File: config.mk
export PLATFORM = sky130hd
export DESIGN_NAME = honzales_wb_regs
export DESIGN_NICKNAME = d
export VERILOG_FILES = /design/src/rtl/honzales_wb_regs.sv
export SDC_FILE = /design/constraint.sdc
export NUM_CORES = 1
export LEC_CHECK = 0
export CORE_MARGIN = 3
export CORE_UTILIZATION = 39
export CTS_CLUSTER_DIAMETER = 150
export DETAILED_ROUTE_END_ITERATION = 6
export GPL_ROUTABILITY_DRIVEN = 0
export PLACE_DENSITY = 0.73
export SYNTH_ARGS = -nofsm -noshare
export SYNTH_HDL_FRONTEND = slang
export SYNTH_SLANG_ARGS = --single-unit
export TNS_END_PERCENT = 1
File: constraint.sdc
create_clock -name wb_clk_i -period 3.9 [get_ports wb_clk_i]
set_clock_uncertainty 0.15 [all_clocks]
set_input_delay 0.78 -clock wb_clk_i [delete_from_list [all_inputs] [get_ports wb_clk_i]]
set_output_delay 0.78 -clock wb_clk_i [all_outputs]
set_load 0.005 [all_outputs]
File: src/rtl/honzales_wb_regs.sv
// Wishbone classic slave register block for the Honzales core: control register,
// live status view, and a small FIFO capturing every change of the core output.
module honzales_wb_regs #(
  parameter logic [31:0] BASE_ADDR  = 32'h3000_0000,
  parameter int          FIFO_DEPTH = 4
) (
  input  logic        wb_clk_i,
  input  logic        wb_rst_i,
  input  logic        wbs_cyc_i,
  input  logic        wbs_stb_i,
  input  logic        wbs_we_i,
  input  logic [3:0]  wbs_sel_i,
  input  logic [31:0] wbs_adr_i,
  input  logic [31:0] wbs_dat_i,
  output logic        wbs_ack_o,
  output logic [31:0] wbs_dat_o,
  input  logic [7:0]  core_out,
  output logic        core_reset,
  output logic        core_in,
  output logic        irq
);

  localparam int PW = $clog2(FIFO_DEPTH);
  localparam logic [PW:0] DEPTH_C = FIFO_DEPTH[PW:0];

  // Handshake: a request is taken at the edge where cyc & stb & in-window is seen
  // with ack low; ack is high for exactly the following cycle and then forced low,
  // so each ack completes exactly one transfer even if stb is held or has dropped.

  logic [7:0]  off;
  logic        valid;
  logic        take;
  logic        ctrl_wr;
  logic        pop;
  logic        push;
  logic        enq;
  logic        drop;
  logic [31:0] rdata;

  logic        cap_en;
  logic        soft_rst;
  logic        drive;
  logic        irq_en;
  logic        overflow;
  logic [7:0]  last;

  logic [7:0]    mem [FIFO_DEPTH];
  logic [PW-1:0] wr_ptr;
  logic [PW-1:0] rd_ptr;
  logic [PW:0]   count;
  logic          empty;
  logic          full;

  logic unused_bits;
  assign unused_bits = ^{wbs_sel_i[3:1], wbs_dat_i[31:5]};

  assign off     = wbs_adr_i[7:0];
  assign valid   = wbs_cyc_i & wbs_stb_i & (wbs_adr_i[31:8] == BASE_ADDR[31:8]);
  assign take    = valid & ~wbs_ack_o;
  assign ctrl_wr = take & wbs_we_i & (off == 8'h00) & wbs_sel_i[0];

  assign empty = (count == '0);
  assign full  = (count == DEPTH_C);
  assign pop   = take & ~wbs_we_i & (off == 8'h08) & ~empty;
  assign push  = cap_en & (core_out != last);
  // A pop in the same edge frees a slot, so a push into a full FIFO still lands.
  assign enq   = push & (~full | pop);
  assign drop  = push & full & ~pop;

  assign core_reset = wb_rst_i | soft_rst;
  assign core_in    = drive;
  assign irq        = irq_en & ~empty;

  always_comb begin
    rdata = '0;
    case (off)
      8'h00: rdata[3:0] = {irq_en, drive, soft_rst, cap_en};
      8'h04: begin
        rdata[7:0]  = core_out;
        rdata[10:8] = 3'(count);
        rdata[11]   = empty;
        rdata[12]   = full;
        rdata[13]   = overflow;
      end
      8'h08: begin
        if (!empty) begin
          rdata[7:0] = mem[rd_ptr];
          rdata[8]   = 1'b1;
        end
      end
      default: rdata = '0;
    endcase
  end

  always_ff @(posedge wb_clk_i) begin
    if (wb_rst_i) begin
      wbs_ack_o <= 1'b0;
      wbs_dat_o <= '0;
      cap_en    <= 1'b0;
      soft_rst  <= 1'b0;
      drive     <= 1'b0;
      irq_en    <= 1'b0;
      overflow  <= 1'b0;
      last      <= '0;
      wr_ptr    <= '0;
      rd_ptr    <= '0;
      count     <= '0;
    end else begin
      wbs_ack_o <= take;
      wbs_dat_o <= take ? rdata : '0;
      last      <= core_out;

      if (ctrl_wr) begin
        cap_en   <= wbs_dat_i[0];
        soft_rst <= wbs_dat_i[1];
        drive    <= wbs_dat_i[2];
        irq_en   <= wbs_dat_i[3];
      end

      // A fresh drop wins over a clear issued at the same edge.
      if (drop)
        overflow <= 1'b1;
      else if (ctrl_wr && wbs_dat_i[4])
        overflow <= 1'b0;

      if (enq) wr_ptr <= wr_ptr + PW'(1);
      if (pop) rd_ptr <= rd_ptr + PW'(1);

      case ({enq, pop})
        2'b10:   count <= count + (PW+1)'(1);
        2'b01:   count <= count - (PW+1)'(1);
        default: count <= count;
      endcase
    end
  end

  always_ff @(posedge wb_clk_i) begin
    if (enq) mem[wr_ptr] <= core_out;
  end

endmodule

== Word level (Yosys, flattened, before mapping) ==
Memories as Yosys holds them, arrays and structs flattened. A register that Yosys moved wholly into a read port is not among the register bits.
Cells that the tools add are included.

* Register bits: 53
* RAM bits: 32
* Input port bits: 81
* Output and inout port bits: 36
* Word-level logic and storage cells: 65
* Memories kept: 1

{| class="wikitable"
|+ Memory list
! memory !! depth !! width !! rd ports !! clocked after memory_dff !! wr ports !! line !! text
|-
| mem || 4 || 8 || 1 || 1 || 1 || 47 || <nowiki>logic [7:0] mem [FIFO_DEPTH];</nowiki>
|}

* Add/subtract/negate cells: 4
* Equal/unequal tests: 7
* Mux-type cells: 10
* Bitwise operators: 23
* Reductions and logical operators: 7

{| class="wikitable"
|+ Operators with widths
! operator !! count
|-
| == test 24 x 22 -> 1 bit, second input constant || 1
|-
| AND 1 bit || 14
|-
| one-hot mux 4 bit (3 select lines) || 1
|-
| one-hot mux 5 bit (2 select lines) || 1
|-
| 2-to-1 mux 9 bit || 1
|-
| == test 8 x 3 -> 1 bit, second input constant || 1
|-
| == test 8 x 4 -> 1 bit, second input constant || 1
|-
| logical NOT 8 bit || 1
|-
| inequality test 8 bit || 1
|-
| NOT 1 bit || 7
|-
| one-hot mux 3 bit (2 select lines) || 1
|-
| adder 2 x 1 -> 2 bit, second input constant || 2
|-
| 2-to-1 mux 1 bit || 4
|-
| 2-to-1 mux 2 bit || 2
|-
| nonzero test 2 bit || 2
|-
| adder 3 x 1 -> 3 bit, second input constant || 1
|-
| == test 3 bit, second input constant || 1
|-
| logical NOT 3 bit || 1
|-
| OR reduction 3 bit || 1
|-
| subtractor 3 x 1 -> 3 bit, second input constant || 1
|-
| == test 2 x 1 -> 1 bit, second input constant || 1
|-
| == test 2 bit, second input constant || 1
|-
| bitwise OR 1 bit || 2
|-
| OR reduction 2 bit || 1
|-
| logical AND 1 bit || 1
|}

== Depth between registers and ports, before layout ==
* Depth after elaboration: 10
* Gate-level depth with buffers: 10
* Depth with buffers taken out: 9

== Least setup slack after synthesis ==
Ideal clock, no wire load.

* Path kind: in2reg
* Start: in wbs_adr_i[18]
* End: reg count[2]
* Library setup time: 88 ps
* Data arrival time: 2738 ps
* Data required time: 3662 ps
* Setup slack: 925 ps
* Stages: 8
* Path buffers: 0
* Cells stage by stage: nor4b_1 nand4_1 nor4_4 and2_4 inv_2 fa_1 a32o_1 nor4_2

* Longest elaborated chain between the ends: 10
* Elaborated cells between the ends (all ways): 12
* Those cells by class: eq/ne: 3; mux: 1; bitwise: 7; reduce/logical: 1

{| class="wikitable"
|+ RTL lines
! what !! line !! text
|-
| start: declaration || 13 || <nowiki>input logic [31:0] wbs_adr_i,</nowiki>
|-
| == test 24 x 22 -> 1 bit (*) || 58 || <nowiki>assign valid = wbs_cyc_i & wbs_stb_i & (wbs_adr_i[31:8] == BASE_ADDR[31:8]);</nowiki>
|-
| AND 1 bit (*) || 58 ||
|-
| AND 1 bit (*) || 59 || <nowiki>assign take = valid & ~wbs_ack_o;</nowiki>
|-
| AND 1 bit (*) (3 in series) || 64 || <nowiki>assign pop = take & ~wbs_we_i & (off == 8'h08) & ~empty;</nowiki>
|-
| bitwise OR 1 bit || 67 || <nowiki>assign enq = push & (~full | pop);</nowiki>
|-
| AND 1 bit || 67 ||
|-
| == test 2 x 1 -> 1 bit or == test 2 bit (tied branches) || 129 || <nowiki>case ({enq, pop})</nowiki>
|-
| one-hot mux 3 bit (2 select lines) or nonzero test 2 bit (tied branches) || -- ||
|-
| end signal: assignment || 130 || <nowiki>2'b10: count <= count + (PW+1)'(1);</nowiki>
|-
| end signal: assignment || 131 || <nowiki>2'b01: count <= count - (PW+1)'(1);</nowiki>
|-
| end signal: assignment || 132 || <nowiki>default: count <= count;</nowiki>
|-
| end: declaration || 50 || <nowiki>logic [PW:0] count;</nowiki>
|}

Every way passes the cells marked *; elsewhere a longest branch is shown, timed or not.
A chain may end at the register's enable or synchronous reset.

== Worst setup path after layout ==
* Start: in core_out[6]
* End: reg count[2]

* Longest elaborated chain between the ends: 5
* Elaborated cells between the ends (all ways): 7
* Those cells by class: eq/ne: 3; mux: 1; bitwise: 2; reduce/logical: 1

{| class="wikitable"
|+ RTL lines
! what !! line !! text
|-
| start: declaration || 17 || <nowiki>input logic [7:0] core_out,</nowiki>
|-
| inequality test 8 bit (*) || 65 || <nowiki>assign push = cap_en & (core_out != last);</nowiki>
|-
| AND 1 bit (*) || 65 ||
|-
| AND 1 bit (*) || 67 ||
|-
| == test 2 x 1 -> 1 bit or == test 2 bit (tied branches) || 129 ||
|-
| one-hot mux 3 bit (2 select lines) or nonzero test 2 bit (tied branches) || -- ||
|}

Marked as above.

==> results.sh <==
export IMPL_status="completed"
export IMPL_max_freq_mhz=315.1
export IMPL_syn_avg_cell_area_sq_um=12.62
export IMPL_syn_inst=234
export IMPL_grtUsageTotal_pct=14.21
export IMPL_cts_resized=0
export IMPL_start_util_pct=40.51
export IMPL_core_area_sq_mm=0.007292
export IMPL_start_kind="primary input"
export IMPL_ys_flop_type="dfxtp_1"
export IMPL_finalWorstPathRequiredPeriod_ns=3.174
export IMPL_worstSetupPathType="in2reg"
export IMPL_avgViaCountPerCell=4.611
export IMPL_cts_max_level=3
export IMPL_cts_hold_buffers=0
export IMPL_die_h_microns=93.03
export IMPL_final_max_slew_violation_count=0
export IMPL_max_stage_delay_ns=0.62
export IMPL_hold_class="reg2reg"
export IMPL_first_global_vias=1918
export IMPL_seq_power_share_pct=57.0
export IMPL_post_dp_hpwl_microns=4392
export IMPL_portBuffers=68
export IMPL_path_max_fanout=7
export IMPL_maxCapViolations=0
export IMPL_grt_pass1_wl_microns=9432
export IMPL_worst_ep_required_time_ns=4.00
export IMPL_overflow=0
export IMPL_finalSetupTns_ns=0
export IMPL_num_io_pins=117
export IMPL_fin_area_sq_mm=0.003885
export IMPL_worst_slew_pin_slew_ns=0.6365
export IMPL_synth_compound_area_share_pct=4.490
export IMPL_slowest_stage="clkdlybuf4s50_1"
export IMPL_clk_path_buf_depth=2
export IMPL_synth_fa_ha_area_share_pct=2.372
export IMPL_setup_violations_final=0
export IMPL_relSlewSlack_pct=57.39
export IMPL_synthArstFlopShare_pct=0
export IMPL_antenna_found_initial=0
export IMPL_crit_path_end_kind="flop"
export IMPL_clock_root_buffer="clkbuf_8"
export IMPL_seq_area_frac_synth_pct=57.60
export IMPL_insertion_delay_ns=0.33
export IMPL_path_clk_slew_ns=0.07
export IMPL_synth_area_leaders="edfxtp_1 33%, dfxtp_1 25%, mux4_2 6.1%"
export IMPL_netlist_area_leader_share_pct=32.53
export IMPL_cts_tree="done"
export IMPL_areaGrowthSynthToFinish_pct=31.51
export IMPL_synth_edf_count=32
export IMPL_drc=0
export IMPL_p_sw_uw=290.2
export IMPL_synthSimpleGateAreaFrac_pct=15.63
export IMPL_crit_path_cell_trace="clkdlybuf4s50_1, xnor2_1, nand4_1, o21ai_0, and2_4, inv_2, fa_1, a32o_1, nor4_2"
export IMPL_power_switching_fraction_pct=21.70
export IMPL_cts_buffers=9
export IMPL_cellPowerDensity_mw_per_mm2=344.3
export IMPL_multi_input_area_sq_mm=0.001099
export IMPL_wl_per_cell_microns=14.08
export IMPL_intPower_mw=1.047
export IMPL_fillers=631
export IMPL_drive_gt1_share_pct=12.62
export IMPL_seq_area_sq_mm=0.001702
export IMPL_die_area_sq_mm=0.008655
export IMPL_num_rows=31
export IMPL_syn_area_sq_mm=0.002954
export IMPL_die_w_microns=93.03
export IMPL_irDropWorstVdd_v=0.0001711
export IMPL_first_pass_iters=5
export IMPL_r2r_slack_ns=1.35
export IMPL_cp_arrival_ns=3.28
export IMPL_rsz0062_at_grt="no"
export IMPL_yosys_warnings=0
export IMPL_synth_seq_cells=69
export IMPL_cts_sinks=69
export IMPL_n_antenna_cell=0
export IMPL_post_cts_buffers=0
export IMPL_synth_xor_area_share_pct=3.261
export IMPL_ant_nets=0
export IMPL_ys_types=44
export IMPL_synth_mux_area_share_pct=9.149
export IMPL_place_area_sq_mm=0.003717
export IMPL_grt_max_degree=27
export IMPL_period_share_pct=81.37
export IMPL_pwr_share_clk_pct=36.2
export IMPL_synth_top_family_by_area="simple AND/OR/NAND/NOR gates"
export IMPL_routed_wl_microns=5858
export IMPL_pwr_share_comb_pct=6.8
export IMPL_p_leak_nw=1.402
export IMPL_hold_violations=0
export IMPL_yosysTopAreaCell="edfxtp_1"
export IMPL_drt_iter0_drc=74
export IMPL_final_nets=398
export IMPL_via_count=1918
==> per-layer routing <==
layer / global-route usage, % / vias to the layer above / share of wire [%]
met5: 0 / - / 0
met4: 4.396 / 0 / 1.2
met3: 4.344 / 6 / 4.3
met2: 24.48 / 44 / 52
met1: 17.05 / 920 / 42
li1: - / 948 / -
==> critical path, delay by kind of cell <==
kind	cells	cell delay (ns)
AO/OA/AOI/OAI	2	0.64
AND/OR/NAND/NOR	3	0.61
buffers and inverters	2	0.66
XOR/XNOR	1	0.16
adder cells (fa/ha/maj)	1	0.41
==> cell usage in the layout, fill, tap and decap left out, types with 2 or more instances in the layout <==
cell             count
inv_1               13
nand4_1              4
nor2_1              21
dfxtp_1             37
clkdlybuf4s50_1     68
nor4_2               2
mux4_2               8
or2_1                3
ha_1                 4
nand2_1              5
nor3_1               4
edfxtp_1            32
buf_4                8
mux2i_1              9
nor4_1               4
clkinv_2             3
clkinv_4             2
nand3_1              3
xnor2_1             10
and2_1               8
conb_1              18
nor2b_1             11
o22ai_1              4
a22o_1               4
clkbuf_8             9
==> cells by family after synthesis <==
logic type,Yosys count
AOI/OAI and AO/OA,17
muxes,17
buffers and inverters,40
DFF,69
and+or+nand+nor,74
other,1
xor gates and xnor gates,11
adders and majority gates,5
==> power groups by stage <==
| stage | combinational [mW] | clock, mW | sequential, mW |
|---|---|---|---|
| finish | 0.0909 | 0.485 | 0.762 |
| detailed placement | 0.0910 | 0 | 0.778 |
| global placement | 0.0897 | 0 | 0.778 |
| global route | 0.0998 | 0.529 | 0.762 |
| CTS | 0.0916 | 0.494 | 0.762 |
| floorplan | 0.0398 | 0 | 0.778 |
==> layout make-up <==
type                       instances  share of cell area (%)
multi-input combinational        142                   28.28
timing repair buffer              76                   19.07
tap                               99                   3.188
clock inverter                     6                   1.031
inverter                          14                   1.353
clock buffer                      10                   3.285
sequential                        69                   43.80
==> stage by stage <==
step	cells	setup slack [ns]	hold WS (ns)	util (%)	total power, mW
after floorplan	251	0.9245	0.2741	-	0.8177
after global placement	400	0.4045	0.2867	50.98	0.8676
after detailed placement	400	0.3543	0.2971	50.98	0.8692
after CTS	416	0.7092	0.3093	53.28	1.348
after global routing	416	0.5579	0.3214	53.28	1.390
final	416	0.7264	0.3043	53.28	1.337
==> final timing paths <==
kind | start | cells past startpoint | endpoint
setup / recovery | core_out[6] | 9 | count[2]
hold / removal | overflow | 1 | wbs_dat_o[13]
setup reg to reg | count[0] | 8 | count[2]
hold reg to reg | overflow | 1 | wbs_dat_o[13]
==> cell usage after synthesis (2+ instances only) <==
library cell	n
nor2_1	21
inv_1	13
nand3_1	3
buf_4	18
nor2b_1	11
clkbuf_1	7
o22ai_1	4
xnor2_1	10
dfxtp_1	37
a22o_1	4
mux2i_1	9
ha_1	4
nor3_1	4
nor4_2	2
nand2_1	5
mux4_2	8
nor4_1	4
edfxtp_1	32
nand4_1	4
or2_1	3
and2_1	8
==> registers in the layout (all words and copies together), names as in the netlist, named ones only <==
name / flops
mem: 32
wbs_ack_o: 1
wbs_dat_o: 14
irq_en: 1
overflow: 1
core_in: 1
rd_ptr: 2
soft_rst: 1
wr_ptr: 2
last: 8
cap_en: 1
count: 3
No activity file was read; power rests on OpenSTA's default activity.
